==> src/rtl/counter_b32_mode_if.sv <==
// ---------------------------------------------------------------------------
// counter_b32_mode_if
// Bundles the control, data and status signals of the 32-bit mode counter.
//   b32_enable : count/load qualifier       (master -> slave)
//   b32_mode   : 00 up, 01 down, 10 down-by-step, 11 load (master -> slave)
//   b32_D      : parallel load value        (master -> slave)
//   b32_Q      : registered counter value   (slave -> master)
//   b32_rco    : registered wrap/borrow pulse (slave -> master)
//   b32_load   : registered load-done pulse (slave -> master)
// The master modport is the stimulus side and the slave modport is the counter.
// ---------------------------------------------------------------------------
interface counter_b32_mode_if #(
    parameter int WIDTH = 32
);
    logic             b32_enable;
    logic [1:0]       b32_mode;
    logic [WIDTH-1:0] b32_D;
    logic [WIDTH-1:0] b32_Q;
    logic             b32_rco;
    logic             b32_load;

    modport master (
        output b32_enable,
        output b32_mode,
        output b32_D,
        input  b32_Q,
        input  b32_rco,
        input  b32_load
    );

    modport slave (
        input  b32_enable,
        input  b32_mode,
        input  b32_D,
        output b32_Q,
        output b32_rco,
        output b32_load
    );
endinterface

==> src/rtl/counter_b32_mode.sv <==
// ---------------------------------------------------------------------------
// counter_b32_mode
// Mode-selectable WIDTH-bit counter: up, down, down by DOWN_STEP, parallel load.
// Ports:
//   b32_clk   : single clock, rising edge
//   b32_reset : synchronous active-high reset (clears Q, rco, load)
//   bus       : counter_b32_mode_if.slave (enable, mode, D in; Q, rco, load out)
// All outputs come straight from registers; one cycle of latency.
// Optional build macro COUNTER_B32_SAT_EN: counting modes clamp at the range
// limits instead of wrapping, with rco held high while the clamp is active.
// ---------------------------------------------------------------------------
module counter_b32_mode #(
    parameter int WIDTH     = 32,
    parameter int DOWN_STEP = 3
) (
    input  logic                b32_clk,
    input  logic                b32_reset,
    counter_b32_mode_if.slave   bus
);
    localparam logic [1:0] MODE_UP    = 2'b00;
    localparam logic [1:0] MODE_DOWN  = 2'b01;
    localparam logic [1:0] MODE_DOWN3 = 2'b10;
    localparam logic [1:0] MODE_LOAD  = 2'b11;

    localparam logic [WIDTH:0] ONE_EXT  = (WIDTH+1)'(1);
    localparam logic [WIDTH:0] STEP_EXT = (WIDTH+1)'(DOWN_STEP);

    logic [WIDTH-1:0] q_reg, q_next;
    logic             rco_reg, rco_next;
    logic             load_reg, load_next;
    // One extra bit on top catches carry (up) or borrow (down) from the
    // zero-extended operand.
    logic [WIDTH:0]   sum_ext;

    always_comb begin
        q_next    = q_reg;
        rco_next  = 1'b0;
        load_next = 1'b0;
        sum_ext   = {1'b0, q_reg};

        if (bus.b32_enable) begin
            case (bus.b32_mode)
                MODE_UP: begin
                    sum_ext  = {1'b0, q_reg} + ONE_EXT;
                    rco_next = sum_ext[WIDTH];
`ifdef COUNTER_B32_SAT_EN
                    q_next   = sum_ext[WIDTH] ? {WIDTH{1'b1}} : sum_ext[WIDTH-1:0];
`else
                    q_next   = sum_ext[WIDTH-1:0];
`endif
                end
                MODE_DOWN, MODE_DOWN3: begin
                    sum_ext  = {1'b0, q_reg} -
                               ((bus.b32_mode == MODE_DOWN) ? ONE_EXT : STEP_EXT);
                    rco_next = sum_ext[WIDTH];
`ifdef COUNTER_B32_SAT_EN
                    q_next   = sum_ext[WIDTH] ? {WIDTH{1'b0}} : sum_ext[WIDTH-1:0];
`else
                    q_next   = sum_ext[WIDTH-1:0];
`endif
                end
                MODE_LOAD: begin
                    q_next    = bus.b32_D;
                    load_next = 1'b1;
                end
                default: begin
                    q_next = q_reg;
                end
            endcase
        end
    end

    always_ff @(posedge b32_clk) begin
        if (b32_reset) begin
            q_reg    <= '0;
            rco_reg  <= 1'b0;
            load_reg <= 1'b0;
        end else begin
            q_reg    <= q_next;
            rco_reg  <= rco_next;
            load_reg <= load_next;
        end
    end

    assign bus.b32_Q    = q_reg;
    assign bus.b32_rco  = rco_reg;
    assign bus.b32_load = load_reg;
endmodule

==> src/flat_wrapper.sv <==
// flat-port wrapper written by rule: the top's interface ports become plain ports
module counter_b32_mode_flat 
#(
    parameter int WIDTH     = 32,
    parameter int DOWN_STEP = 3
)
  (b32_clk, b32_reset, bus_b32_enable, bus_b32_mode, bus_b32_D, bus_b32_Q, bus_b32_rco, bus_b32_load);
  counter_b32_mode_if #(.WIDTH(WIDTH)) bus_i ();
  input  logic b32_clk;
  input  logic b32_reset;
  input wire logic [$bits(bus_i.b32_enable)-1:0] bus_b32_enable;
  input wire logic [$bits(bus_i.b32_mode)-1:0] bus_b32_mode;
  input wire logic [$bits(bus_i.b32_D)-1:0] bus_b32_D;
  output wire logic [$bits(bus_i.b32_Q)-1:0] bus_b32_Q;
  output wire logic [$bits(bus_i.b32_rco)-1:0] bus_b32_rco;
  output wire logic [$bits(bus_i.b32_load)-1:0] bus_b32_load;
  assign bus_i.b32_enable = bus_b32_enable;
  assign bus_i.b32_mode = bus_b32_mode;
  assign bus_i.b32_D = bus_b32_D;
  assign bus_b32_Q = bus_i.b32_Q;
  assign bus_b32_rco = bus_i.b32_rco;
  assign bus_b32_load = bus_i.b32_load;
  counter_b32_mode #(.WIDTH(WIDTH), .DOWN_STEP(DOWN_STEP)) u_core (.b32_clk(b32_clk), .b32_reset(b32_reset), .bus(bus_i));
endmodule
==> config.mk <==
export PLATFORM = sky130hd
export DESIGN_NAME = counter_b32_mode_flat
export DESIGN_NICKNAME = d
export VERILOG_FILES = /design/src/rtl/counter_b32_mode_if.sv /design/src/rtl/counter_b32_mode.sv /design/src/flat_wrapper.sv
export SDC_FILE = /design/constraint.sdc
export NUM_CORES = 1
export LEC_CHECK = 0
export BUFFER_PORTS_ARGS = -buffer_cell sky130_fd_sc_hd__buf_2
export CORE_MARGIN = 3
export CORE_UTILIZATION = 45
export DETAILED_ROUTE_END_ITERATION = 10
export PLACE_DENSITY = 0.77
export SYNTH_ARGS = -nofsm -noshare
export SYNTH_HDL_FRONTEND = slang
export SYNTH_SLANG_ARGS = --single-unit
==> constraint.sdc <==
create_clock -name b32_clk -period 5.85 [get_ports b32_clk]
set_input_delay 0.2925 -clock b32_clk [delete_from_list [all_inputs] [get_ports b32_clk]]
set_output_delay 0.2925 -clock b32_clk [all_outputs]
set_load 0.03 [all_outputs]
=== After elaboration in Yosys (flattened, before gate mapping) ===
Cells that the tools add are included.

* Bits in registers: 34
* Input port bits: 37
* Output and inout port bits: 34
* Word-level logic and storage cells: 16

* $add $sub $neg: 2
* Eq/ne operators: 3
* Mux-type cells: 4
* Bitwise logic cells: 1
* Reductions and logical operators: 3

{| class="wikitable"
|+ Operators with widths
! operator !! count
|-
| case mux 32 bit (3 select lines) || 1
|-
| adder 32 x 1 -> 33 bit, second input constant || 1
|-
| subtractor 32 x 33 -> 33 bit || 1
|-
| == test 2 bit, second input constant || 2
|-
| OR reduction 2 bit || 2
|-
| == test 2 x 1 -> 1 bit, second input constant || 1
|-
| zero test 2 bit || 1
|-
| 2-to-1 mux 2 bit || 1
|-
| case mux 1 bit (2 select lines) || 1
|-
| 2-to-1 mux 1 bit || 1
|-
| NOT 1 bit || 1
|}

=== Longest topological paths before layout ===
Gate-level depths: netlist of run 1.

* Depth after elaboration: 4
* Depth in mapped cells: 11
* Gate-level depth less buffers: 9

=== Worst setup path before layout of run 1 ===
OpenSTA, ideal clock, no wires.

* Path kind: flip-flop to flip-flop
* Start point: register u_core.q_reg[0], in the netlist u_core.bus.b32_Q[0]
* End point: register u_core.q_reg[28], in the netlist u_core.bus.b32_Q[28]
* Library setup time: 0.120 ns
* Data arrival time: 2.436 ns
* Slack: 3.294 ns
* Cell stages (with the launch flop): 7
* Path buffers: 0
* Period minus slack after synthesis: 2.556 ns
* Cells stage by stage: dfxtp_1 > fa_1 > or4_1 > nor4_1 > nand3_1 > xnor2_1 > a211o_1

* Word-level cells in the longest chain between the ends: 2
* Elaborated cells between the ends (all ways): 3
* Classes of those cells: add/sub: 2; mux: 1

{| class="wikitable"
|+ Ends and longest elaborated chain
! element !! RTL line !! text
|-
| start, declared || counter_b32_mode.sv:28 || <nowiki>logic [WIDTH-1:0] q_reg, q_next;</nowiki>
|-
| start signal, assigned || counter_b32_mode.sv:79 || <nowiki>q_reg <= q_next;</nowiki>
|-
| subtractor 32 x 33 -> 33 bit / adder 32 x 1 -> 33 bit (equally long branches) || counter_b32_mode.sv:53, counter_b32_mode.sv:44 ||
|-
| case mux 32 bit (3 select lines) * || counter_b32_mode.sv:42 || <nowiki>case (bus.b32_mode)</nowiki>
|}

Mark *: on every way between the ends. The rest lies on a longest branch, timed or not.
A chain may end at the register's enable or synchronous reset.

=== Worst setup path in the final report of run 1 ===
* Start point: register u_core.q_reg[1], in the netlist u_core.bus.b32_Q[1]
* End point: register u_core.q_reg[13], in the netlist u_core.bus.b32_Q[13]

Same word-level chain as after synthesis.

==> tab_implementation.tex, run 1 <==
\begin{tabular}{lr}
\hline
Metric & Value \\
\hline
\multicolumn{2}{l}{\textbf{Outcome}} \\
\quad Result of the run & complete, no violations \\
\multicolumn{2}{l}{\textbf{Logic synthesis}} \\
\quad Post-synthesis cell count & 469 \\
\quad Net count after synthesis & 513 \\
\quad Synth Area per Inst & 7.31 sq um \\
\quad Synthesis-stage register bit count & 34 \\
\quad Number of distinct library cells after synthesis & 70 \\
\quad Sequential cell area fraction in the yosys report & 19.8\% \\
\quad Syn Std Cell Area & 3430 sq um \\
\quad Count of yosys warnings during synthesis & 0 \\
\quad Async set or reset register ratio after synthesis & 0\% \\
\quad EDFF count, synth & 0 \\
\quad Leading register cell type out of synthesis & dfxtp\_1 \\
\multicolumn{2}{l}{\textbf{Drt}} \\
\quad Average routed wire per standard cell & 18.6 um \\
\quad Via count & 4004 \\
\quad Highest metal used & met4 \\
\quad Amount of wire on met2 after detailed routing & 5140 um \\
\quad Total DRC errors in the routed layout & 0 \\
\quad Routed length on met1 & 4780 um \\
\quad Via/cell ratio & 6.63 \\
\quad Initial DRC count & 388 \\
\quad WL met3 & 1140 um \\
\quad First-pass detailed-route iteration total & 5 \\
\quad Remaining number of nets flagged by the antenna check after routing & 0 \\
\quad Routed WL & 11300 um \\
\multicolumn{2}{l}{\textbf{Timing}} \\
\quad Normalized max-slew margin & 32.9\% \\
\quad Final number of max-transition violations & 0 \\
\quad Setup repair after global routing missed its margin & no \\
\quad Slew at the pin closest to its max-slew limit & 998 ps \\
\quad Final Hold Viols & 0 \\
\quad Crit path time final & 2850 ps \\
\quad Top achievable clock speed & 0.351 GHz \\
\quad Worst setup skew after layout & 9.91 ps \\
\quad Ratio of final minimum period to clock period & 48.7\% \\
\quad Final sum of negative setup slack & 0 ps \\
\quad Least setup slack across all paths after layout & 3000 ps \\
\quad Total setup violations reported at the end of the flow & 0 \\
\multicolumn{2}{l}{\textbf{Final layout}} \\
\quad Net count, final & 548 \\
\quad Share of final-layout standard cells stronger than drive strength 1 & 19.8\% \\
\quad Commonest non-fill, non-tap cells in the layout & 70 x buf\_2, 52 x nand2\_1, 44 x nor2\_1 \\
\quad Finished Layout Cells & 604 \\
\quad Area delta synth->final & 8.76\% \\
\quad Leading cell type in the layout, fill and taps excluded & buf\_2 \\
\quad Final antenna diode count & 0 \\
\multicolumn{2}{l}{\textbf{Placement}} \\
\quad Post-place setup slack & 2870 ps \\
\quad Number of input and output port buffers inserted & 70 \\
\quad Placed insts & 596 \\
\quad HPWL after detailed placement & 7730 um \\
\quad Routability congestion estimate from global placement & 0.897 \\
\multicolumn{2}{l}{\textbf{Floorplanning}} \\
\quad Die boundary width & 93.3 um \\
\quad Die outline area & 8700 sq um \\
\quad Rows & 31 \\
\quad Die Height & 93.3 um \\
\quad Top-level port count & 71 \\
\quad CORE AREA & 7330 sq um \\
\quad Starting density of the core & 46.8\% \\
\multicolumn{2}{l}{\textbf{Clock tree}} \\
\quad Clock latency of the later-clocked register in the worst-skew pair & 290 ps \\
\quad Clock buffer count from CTS & 5 \\
\quad H-tree Lvls & 2 \\
\quad Setup Fix Bufs, Post-CTS & 0 \\
\quad Clock input transition at the sequential cells of the worst setup and hold paths & 80 ps \\
\quad Number of buffers inserted by hold repair at cts & 0 \\
\quad Resize count post-CTS & 0 \\
\quad Maximum buffer depth of the clock tree & 2 \\
\quad Clock Sink Count & 34 \\
\quad Cell at the root of the clock tree & clkbuf\_8 \\
\quad CTS tree & yes \\
\multicolumn{2}{l}{\textbf{Worst setup path}} \\
\quad Crit path required time & 6010 ps \\
\quad Setup Crit Path Kind & register to register \\
\quad CP Data Arrival Time & 3010 ps \\
\quad Max Fanout on Critical Path & 7 \\
\quad Crit start category & register \\
\quad Critical Path Sink Type & register \\
\multicolumn{2}{l}{\textbf{Power}} \\
\quad Part of the power in registers & 34.6\% \\
\quad Cell-internal power & 475 uW \\
\quad Clock Power Share & 23.2\% \\
\quad Leak & 0.00145 uW \\
\quad Power per standard cell area & 222 nW/um\^{}2 \\
\quad Switching portion of total power & 42.6\% \\
\quad Portion of total power attributed to combinational logic & 42.2\% \\
\quad Switching power of the nets & 352 uW \\
\quad Peak supply drop & 0.0929 mV \\
\multicolumn{2}{l}{\textbf{GRT}} \\
\quad Remaining Overflow, GRT & 0 \\
\quad Wire length of the first global-routing pass & 18000 um \\
\quad Largest net degree at the start of global routing & 49 \\
\quad Global-route usage over all layers & 25.4\% \\
\quad Antenna violations before repair & 0 \\
\quad Number of global-route vias before repair & 3578 \\
\multicolumn{2}{l}{\textbf{Min path}} \\
\quad Hold crit path type & input pin to register \\
\multicolumn{2}{l}{\textbf{Flow run}} \\
\quad Number of maximum-capacitance violations & 0 \\
\hline
\end{tabular}
## critical path, cell delays in order, from the launching register on
cell       delay [ps]
dfxtp_1           490
ha_1              300
a2111o_1          480
nand2b_1          310
nor3_1            470
a211oi_1          140
a2111oi_0         380
o32ai_1           160
## layer usage
metal  track usage (%)  vias to the layer above
li1                  -                     1837
met1              35.4                     1889
met2              38.5                      258
met3              4.83                       20
met4              9.40                        0
met5                 0                        -
## final cells by class
class / count / area [sq um]
Fill cell: 719 / 3600
Timing Repair Buffer: 74 / 380
Tap cell: 99 / 124
Multi-Input combinational cell: 377 / 2410
Sequential cell: 34 / 681
Inverter: 12 / 45.0
Clock buffer: 7 / 86.3
Clock inverter: 1 / 5.00
## worst paths after layout
kind	startpoint	end	slack (ps)	cells past startpoint
hold / removal	bus_b32_D[31]	u_core.bus.b32_Q[31]	270	3
hold reg to reg	u_core.bus.b32_Q[31]	u_core.bus.b32_Q[31]	580	2
setup reg to reg	u_core.bus.b32_Q[1]	u_core.bus.b32_Q[13]	3000	7
setup / recovery	u_core.bus.b32_Q[1]	u_core.bus.b32_Q[13]	3000	7
## power groups by stage
stage / sequential, uW / combinational [uW] / clock [uW]
after global placement: 289 / 336 / 0
after CTS: 285 / 343 / 195
after detailed placement: 290 / 342 / 0
after global routing: 290 / 379 / 201
final: 286 / 349 / 191
after floorplan: 296 / 261 / 0
## synthesized netlist by cell type, types with 8 or more instances
library cell  number  area share, %
nor2_1            44            4.8
a221oi_1           9            2.3
nand4_1           18            3.3
nand3_1           18            2.6
and3_1            11            2.0
nand2_1           52            5.7
dfxtp_1           34             20
o21ai_0           20            2.9
xnor2_1           14            3.6
a21oi_1           30            4.4
a211oi_1          14            3.1
buf_6              8            2.6
nor3_1            21            3.1
clkbuf_1          27            3.0
a31oi_1           14            2.6
inv_1             12            1.3
## state kept, by name, indices dropped and copies added (netlist names)
register and flops:
u_core.bus.b32_load 1, u_core.bus.b32_Q 32, u_core.bus.b32_rco 1
## through the flow
stage | instance area [sq um] | hold slack, ps | util (%) | total power (uW)
final | 3730 | 270 | 50.9 | 826
after global routing | 3730 | 286 | 50.9 | 870
after CTS | 3730 | 274 | 50.9 | 823
after detailed placement | 3640 | 563 | 49.6 | 631
after global placement | 3640 | 550 | 49.6 | 625
after floorplan | 3430 | 474 | - | 557
## cells by family after synthesis
group           after synthesis  synth area share, %
xor+xnor                     19                 4.85
fa+ha+maj                     7                 2.77
mux                           1                0.438
compound gates              142                 29.4
simple gates                208                 32.7
flops                        34                 19.8
buf+inv                      58                 10.0
(Power assumes the default switching activity.)
==> run 2: changes to the inputs <==
PLACE_DENSITY = 0.79   (was 0.77)
clock period = 2.6 ns   (was 5.85 ns; I/O delays follow)
==> run 2 against run 1 <==
First-iteration DRC count increased by 48%. Non-clock buffer count rose by 39. Clock power grew 110%. Critical path type unchanged. Largest cell class unchanged. Critical endpoint is now u_core.bus.b32_Q[29].
==> tab_implementation.tex, run 2 (same netlist as run 1, synthesis figures left out) <==
\begin{tabular}{lr}
\hline
Metric & Value \\
\hline
\multicolumn{2}{l}{\textbf{Outcome}} \\
\quad Result of the run & complete, no violations \\
\multicolumn{2}{l}{\textbf{Timing}} \\
\quad Crit path time final & 2480 ps \\
\quad Final number of max-transition violations & 0 \\
\quad Top achievable clock speed & 0.403 GHz \\
\quad Total setup violations reported at the end of the flow & 0 \\
\quad Slew at the pin closest to its max-slew limit & 590 ps \\
\quad Normalized max-slew margin & 60.4\% \\
\quad Hold\_ws & 125 ps \\
\quad Final Hold Viols & 0 \\
\quad Final sum of negative setup slack & 0 ps \\
\quad Worst setup skew after layout & 2.85 ps \\
\quad Ratio of final minimum period to clock period & 95.4\% \\
\quad Least setup slack across all paths after layout & 119 ps \\
\multicolumn{2}{l}{\textbf{Clock tree}} \\
\quad Clock buffer count from CTS & 5 \\
\quad H-tree Lvls & 2 \\
\quad Clock latency of the later-clocked register in the worst-skew pair & 290 ps \\
\quad CTS tree & yes \\
\quad Clock input transition at the sequential cells of the worst setup and hold paths & 80 ps \\
\quad Clock Sink Count & 34 \\
\quad Maximum buffer depth of the clock tree & 2 \\
\quad Cell at the root of the clock tree & clkbuf\_8 \\
\quad Resize count post-CTS & 0 \\
\quad Number of buffers inserted by hold repair at cts & 0 \\
\quad Setup Fix Bufs, Post-CTS & 0 \\
\multicolumn{2}{l}{\textbf{Min path}} \\
\quad Hold crit path type & input pin to register \\
\quad Cell count of the worst hold path & 3 \\
\quad Launch point of the worst hold path & bus\_b32\_D[31] \\
\quad Terminating pin of the worst hold path & u\_core.bus.b32\_Q[31] \\
\multicolumn{2}{l}{\textbf{Floorplanning}} \\
\quad Die outline area & 8700 sq um \\
\quad Top-level port count & 71 \\
\quad Die Height & 93.3 um \\
\quad Starting density of the core & 46.8\% \\
\quad CORE AREA & 7330 sq um \\
\quad Die boundary width & 93.3 um \\
\quad Rows & 31 \\
\multicolumn{2}{l}{\textbf{Flow run}} \\
\quad Number of maximum-capacitance violations & 0 \\
\multicolumn{2}{l}{\textbf{Final layout}} \\
\quad Layout Utilization & 54.9\% \\
\quad Area of the multi-input gates & 2430 sq um \\
\quad Max FFs per register & 32 \\
\quad Net count, final & 587 \\
\quad Final antenna diode count & 0 \\
\quad Area delta synth->final & 17.4\% \\
\quad Leading cell type in the layout, fill and taps excluded & buf\_2 \\
\quad Finished Layout Cells & 642 \\
\quad Share of final-layout standard cells stronger than drive strength 1 & 26.0\% \\
\quad Number of fill cells in the layout & 682 \\
\quad Commonest non-fill, non-tap cells in the layout & 70 x buf\_2, 52 x nand2\_1, 44 x nor2\_1 \\
\quad Storage element area & 681 sq um \\
\multicolumn{2}{l}{\textbf{GRT}} \\
\quad Antenna violations before repair & 0 \\
\quad Global-route usage over all layers & 26.6\% \\
\quad Largest net degree at the start of global routing & 34 \\
\quad Number of global-route vias before repair & 3838 \\
\quad Remaining Overflow, GRT & 0 \\
\quad Wire length of the first global-routing pass & 18900 um \\
\multicolumn{2}{l}{\textbf{Worst setup path}} \\
\quad Setup Crit Path Kind & register to register \\
\quad Worst r2r dst & u\_core.bus.b32\_Q[29] \\
\quad CP Launch Point & u\_core.bus.b32\_Q[17] \\
\quad Crit path required time & 2790 ps \\
\quad Depth of the worst register-to-register path & 5 \\
\quad Internal reg-to-reg setup slack & 120 ps \\
\quad CP Data Arrival Time & 2670 ps \\
\quad Startpoint of the most critical register-to-register path & u\_core.bus.b32\_Q[17] \\
\quad Critical Path Sink Type & register \\
\quad Max Fanout on Critical Path & 10 \\
\quad Crit start category & register \\
\multicolumn{2}{l}{\textbf{Drt}} \\
\quad Via count & 4150 \\
\quad Total DRC errors in the routed layout & 0 \\
\quad Average routed wire per standard cell & 17.9 um \\
\quad Remaining number of nets flagged by the antenna check after routing & 0 \\
\quad Via/cell ratio & 6.46 \\
\quad First-pass detailed-route iteration total & 6 \\
\quad Routed WL & 11500 um \\
\quad Initial DRC count & 576 \\
\multicolumn{2}{l}{\textbf{Placement}} \\
\quad Routability congestion estimate from global placement & 0.889 \\
\quad HPWL after detailed placement & 8380 um \\
\quad Placed insts & 635 \\
\quad Number of input and output port buffers inserted & 70 \\
\quad Post-place setup slack & 7.48 ps \\
\multicolumn{2}{l}{\textbf{Power}} \\
\quad Peak supply drop & 0.200 mV \\
\quad Leak & 0.00165 uW \\
\quad Power per standard cell area & 477 nW/um\^{}2 \\
\hline
\end{tabular}
## run 2: worst max-delay path, cell delays in order (launching register included)
cell and delay, ps:
dfxtp_1 320, or4_4 580, nor4_4 600, nand3_1 240, o31a_1 310, a2111oi_2 330
## run 2: metal layers
| metal | global-route usage, % | vias to the layer above | share of wire [%] |
|---|---|---|---|
| met2 | 41.5 | 286 | 46 |
| met4 | 10.3 | 0 | 1.8 |
| met3 | 4.34 | 28 | 11 |
| met5 | 0 | - | 0 |
| li1 | - | 1912 | - |
| met1 | 36.5 | 1924 | 41 |
## run 2: worst max-delay path by stage
stage / to / slack [ps] / cells after the start
after detailed placement: u_core.bus.b32_Q[11] / 7 / 11
final: u_core.bus.b32_Q[29] / 120 / 5
after global routing: u_core.bus.b32_Q[11] / -5 / 8
after CTS: u_core.bus.b32_Q[11] / 140 / 8
after global placement: u_core.bus.b32_Q[11] / 130 / 11
after floorplan: u_core.bus.b32_Q[28] / 40 / 6
## run 2: per-stage QoR
step / area (sq um) / total power, uW
after detailed placement: 3930 / 1500
after floorplan: 3430 / 1250
after global placement: 3930 / 1490
after global routing: 4030 / 2020
after CTS: 4010 / 1890
final: 4030 / 1920
## run 2: layout make-up
type	instances	share of cell area, %
repair buffers	113	16.7
inverters	12	1.12
multi-input cells	377	60.3
flip-flops and latches	34	16.9
clock buffers	7	1.89
well taps	99	3.08
## run 2: power breakdown
group          leakage [uW]  internal [uW]  switching (uW)
sequential         0.000277            554            60.0
combinational       0.00133            369             542
clock             0.0000383            185             211
==> run 3: changes to the inputs <==
ABC_AREA = 1   (was not set)
PLACE_DENSITY = 0.69   (was 0.79)
==> run 3 against run 2 <==
Sequential power rose by 7.2%. Non-clock buffer count fell by 37. First-iteration DRC count fell by 44%. Final cell count rose by 34%. Clock-buffer cell count fell by 1. Utilization fell by 1.8 points. Synthesized cell count rose by 51%. Worst setup slack improved by 280 ps. Largest cell class unchanged. Register-to-register slack improved by 280 ps. Design area rose by 5.1%. Via count rose by 12%. Hold slack improved by 9.1 ps.
==> tab_implementation.tex, run 3 <==
\begin{tabular}{lr}
\hline
Metric & Value \\
\hline
\multicolumn{2}{l}{\textbf{Outcome}} \\
\quad Result of the run & complete, no violations \\
\multicolumn{2}{l}{\textbf{Power}} \\
\quad Switching portion of total power & 44.3\% \\
\quad Part of the power in registers & 37.9\% \\
\quad Power per standard cell area & 410 nW/um\^{}2 \\
\quad Portion of total power attributed to combinational logic & 38.0\% \\
\quad Clock Power Share & 24.1\% \\
\quad Switching power of the nets & 768 uW \\
\quad Cell-internal power & 967 uW \\
\quad Peak supply drop & 0.252 mV \\
\quad Leak & 0.00206 uW \\
\multicolumn{2}{l}{\textbf{Worst setup path}} \\
\quad Cells along the critical path & ha\_1 > nand2\_1 > nor2\_4 > nand3\_1 > nor2\_1 > nand3\_1 > nor2\_1 > nand4\_1 > a21oi\_1 \\
\quad Crit path required time & 2820 ps \\
\quad Setup Crit Path Kind & register to register \\
\quad Cell with the largest stage delay on the worst path & dfxtp\_1 \\
\quad Critical Path Sink Type & register \\
\quad Crit start category & register \\
\quad Largest incremental delay on the critical path & 590 ps \\
\quad CP Data Arrival Time & 2420 ps \\
\quad Max Fanout on Critical Path & 11 \\
\multicolumn{2}{l}{\textbf{GRT}} \\
\quad Number of global-route vias before repair & 4331 \\
\quad Remaining Overflow, GRT & 0 \\
\quad Wire length of the first global-routing pass & 22100 um \\
\quad Antenna violations before repair & 0 \\
\quad Largest net degree at the start of global routing & 49 \\
\quad Global-route usage over all layers & 28.8\% \\
\multicolumn{2}{l}{\textbf{Timing}} \\
\quad Total setup violations reported at the end of the flow & 0 \\
\quad Final Hold Viols & 0 \\
\quad Ratio of final minimum period to clock period & 84.5\% \\
\quad Worst setup skew after layout & 4.04 ps \\
\quad Slew at the pin closest to its max-slew limit & 899 ps \\
\quad Final sum of negative setup slack & 0 ps \\
\quad Top achievable clock speed & 0.455 GHz \\
\quad Hold\_ws & 134 ps \\
\quad Normalized max-slew margin & 40.0\% \\
\quad Final number of max-transition violations & 0 \\
\quad Setup repair after global routing missed its margin & no \\
\quad Least setup slack across all paths after layout & 404 ps \\
\quad Crit path time final & 2200 ps \\
\multicolumn{2}{l}{\textbf{Final layout}} \\
\quad Area delta synth->final & 11.6\% \\
\quad Final antenna diode count & 0 \\
\quad Number of fill cells in the layout & 899 \\
\quad Net count, final & 805 \\
\quad Commonest non-fill, non-tap cells in the layout & 241 x nand2\_1, 104 x nor2\_1, 79 x inv\_1 \\
\quad Area of the multi-input gates & 2640 sq um \\
\quad Max FFs per register & 32 \\
\quad Share of final-layout standard cells stronger than drive strength 1 & 14.9\% \\
\quad Area of all placed cells without fillers & 4230 sq um \\
\quad Leading cell type in the layout, fill and taps excluded & nand2\_1 \\
\quad Storage element area & 681 sq um \\
\multicolumn{2}{l}{\textbf{Logic synthesis}} \\
\quad Synth Area per Inst & 5.36 sq um \\
\quad Yosys top cell area share & 23.9\% \\
\quad Sequential cell area fraction in the yosys report & 17.9\% \\
\quad Async set or reset register ratio after synthesis & 0\% \\
\quad Top post-synthesis cells by area & nand2\_1 24\%, dfxtp\_1 18\%, nor2\_1 10\% \\
\quad Commonest cells in the netlist & 241 x nand2\_1, 105 x nor2\_1, 79 x inv\_1, 56 x nand3\_1, 37 x a21oi\_1 \\
\quad Net count after synthesis & 751 \\
\quad Synthesis-stage register bit count & 34 \\
\quad Post-synthesis cell count & 707 \\
\quad Leading register cell type out of synthesis & dfxtp\_1 \\
\quad Number of distinct library cells after synthesis & 31 \\
\quad Cell with the most instances after synthesis & nand2\_1 \\
\quad Biggest area consumer among synthesized cells & nand2\_1 \\
\quad EDFF count, synth & 0 \\
\quad Count of yosys warnings during synthesis & 0 \\
\quad Syn Std Cell Area & 3790 sq um \\
\multicolumn{2}{l}{\textbf{Floorplanning}} \\
\quad Die Height & 97.8 um \\
\quad Rows & 32 \\
\quad Die outline area & 9560 sq um \\
\quad CORE AREA & 7970 sq um \\
\quad Die boundary width & 97.8 um \\
\quad Top-level port count & 71 \\
\quad Starting density of the core & 47.6\% \\
\multicolumn{2}{l}{\textbf{Placement}} \\
\quad Post-place setup slack & 487 ps \\
\quad Cell area reported after detailed placement & 4150 sq um \\
\quad Number of input and output port buffers inserted & 70 \\
\quad Routability congestion estimate from global placement & 0.987 \\
\quad HPWL after detailed placement & 10700 um \\
\multicolumn{2}{l}{\textbf{Clock tree}} \\
\quad Maximum buffer depth of the clock tree & 2 \\
\quad Clock Sink Count & 34 \\
\quad Setup Fix Bufs, Post-CTS & 0 \\
\quad H-tree Lvls & 2 \\
\quad Clock buffer count from CTS & 5 \\
\quad Cell at the root of the clock tree & clkbuf\_8 \\
\quad Clock latency of the later-clocked register in the worst-skew pair & 290 ps \\
\quad CTS tree & yes \\
\quad Number of buffers inserted by hold repair at cts & 0 \\
\quad Resize count post-CTS & 0 \\
\quad Clock input transition at the sequential cells of the worst setup and hold paths & 80 ps \\
\multicolumn{2}{l}{\textbf{Drt}} \\
\quad Initial DRC count & 323 \\
\quad First-pass detailed-route iteration total & 5 \\
\quad Total DRC errors in the routed layout & 0 \\
\quad Routed WL & 14000 um \\
\quad Remaining number of nets flagged by the antenna check after routing & 0 \\
\quad Via/cell ratio & 5.37 \\
\quad Via count & 4630 \\
\quad Average routed wire per standard cell & 16.2 um \\
\multicolumn{2}{l}{\textbf{Flow run}} \\
\quad Number of maximum-capacitance violations & 0 \\
\multicolumn{2}{l}{\textbf{Min path}} \\
\quad Hold crit path type & input pin to register \\
\hline
\end{tabular}
==> run 3: per-stage QoR <==
stage	power, uW	std cells	utilization, %
2_1_floorplan	1120	707	-
3_3_place_gp	1310	856	52.1
3_5_place_dp	1320	856	52.1
4_1_cts	1730	862	53.1
5_1_grt	1840	862	53.1
6_report	1730	862	53.1
==> run 3: layout make-up <==
| type | instances | share of cell area, % |
|---|---|---|
| Multi-Input combinational cell | 561 | 62.3 |
| Clock buffer | 6 | 1.95 |
| Inverter | 83 | 7.36 |
| Timing Repair Buffer | 76 | 9.34 |
| Tap cell | 102 | 3.01 |
| Sequential cell | 34 | 16.1 |
==> run 3: logic make-up after synthesis <==
group                    count (synthesis)  synth area share (%)
adder cells (fa/ha/maj)                  7                  2.51
AND/OR/NAND/NOR                        454                  51.9
flip-flops                              34                  17.9
XOR/XNOR                                10                  2.31
buffers and inverters                  112                  12.6
AO/OA/AOI/OAI                           90                  12.7
==> run 3: path summary, 6_finish.rpt <==
| kind | cells past startpoint | start | endpoint | slack, ps |
|---|---|---|---|---|
| setup / recovery | 9 | u_core.bus.b32_Q[0] | u_core.bus.b32_rco | 400 |
| hold / removal | 5 | bus_b32_D[22] | u_core.bus.b32_Q[22] | 130 |
| setup reg to reg | 9 | u_core.bus.b32_Q[0] | u_core.bus.b32_rco | 400 |
| hold reg to reg | 2 | u_core.bus.b32_Q[30] | u_core.bus.b32_rco | 650 |
==> run 3: power by group through the flow <==
stage                     Combinational (uW)  Sequential, uW  Clock [uW]
final                                    658             658         419
after floorplan                          430             691           0
after detailed placement                 650             666           0
after CTS                                653             654         427
after global placement                   645             664           0
after global routing                     732             667         439
==> run 3: critical path, delay by kind of cell (launching register included) <==
| kind | cells | cell delay (ps) |
|---|---|---|
| compound gates | 1 | 140 |
| fa+ha+maj | 1 | 370 |
| flops | 1 | 590 |
| simple gates | 7 | 1010 |
==> run 3: metal layers <==
layer,GRT usage (%),share of wire (%)
met3,2.79,7.4
met4,9.48,2.2
met5,0,0
met1,40.6,46
met2,46.1,45
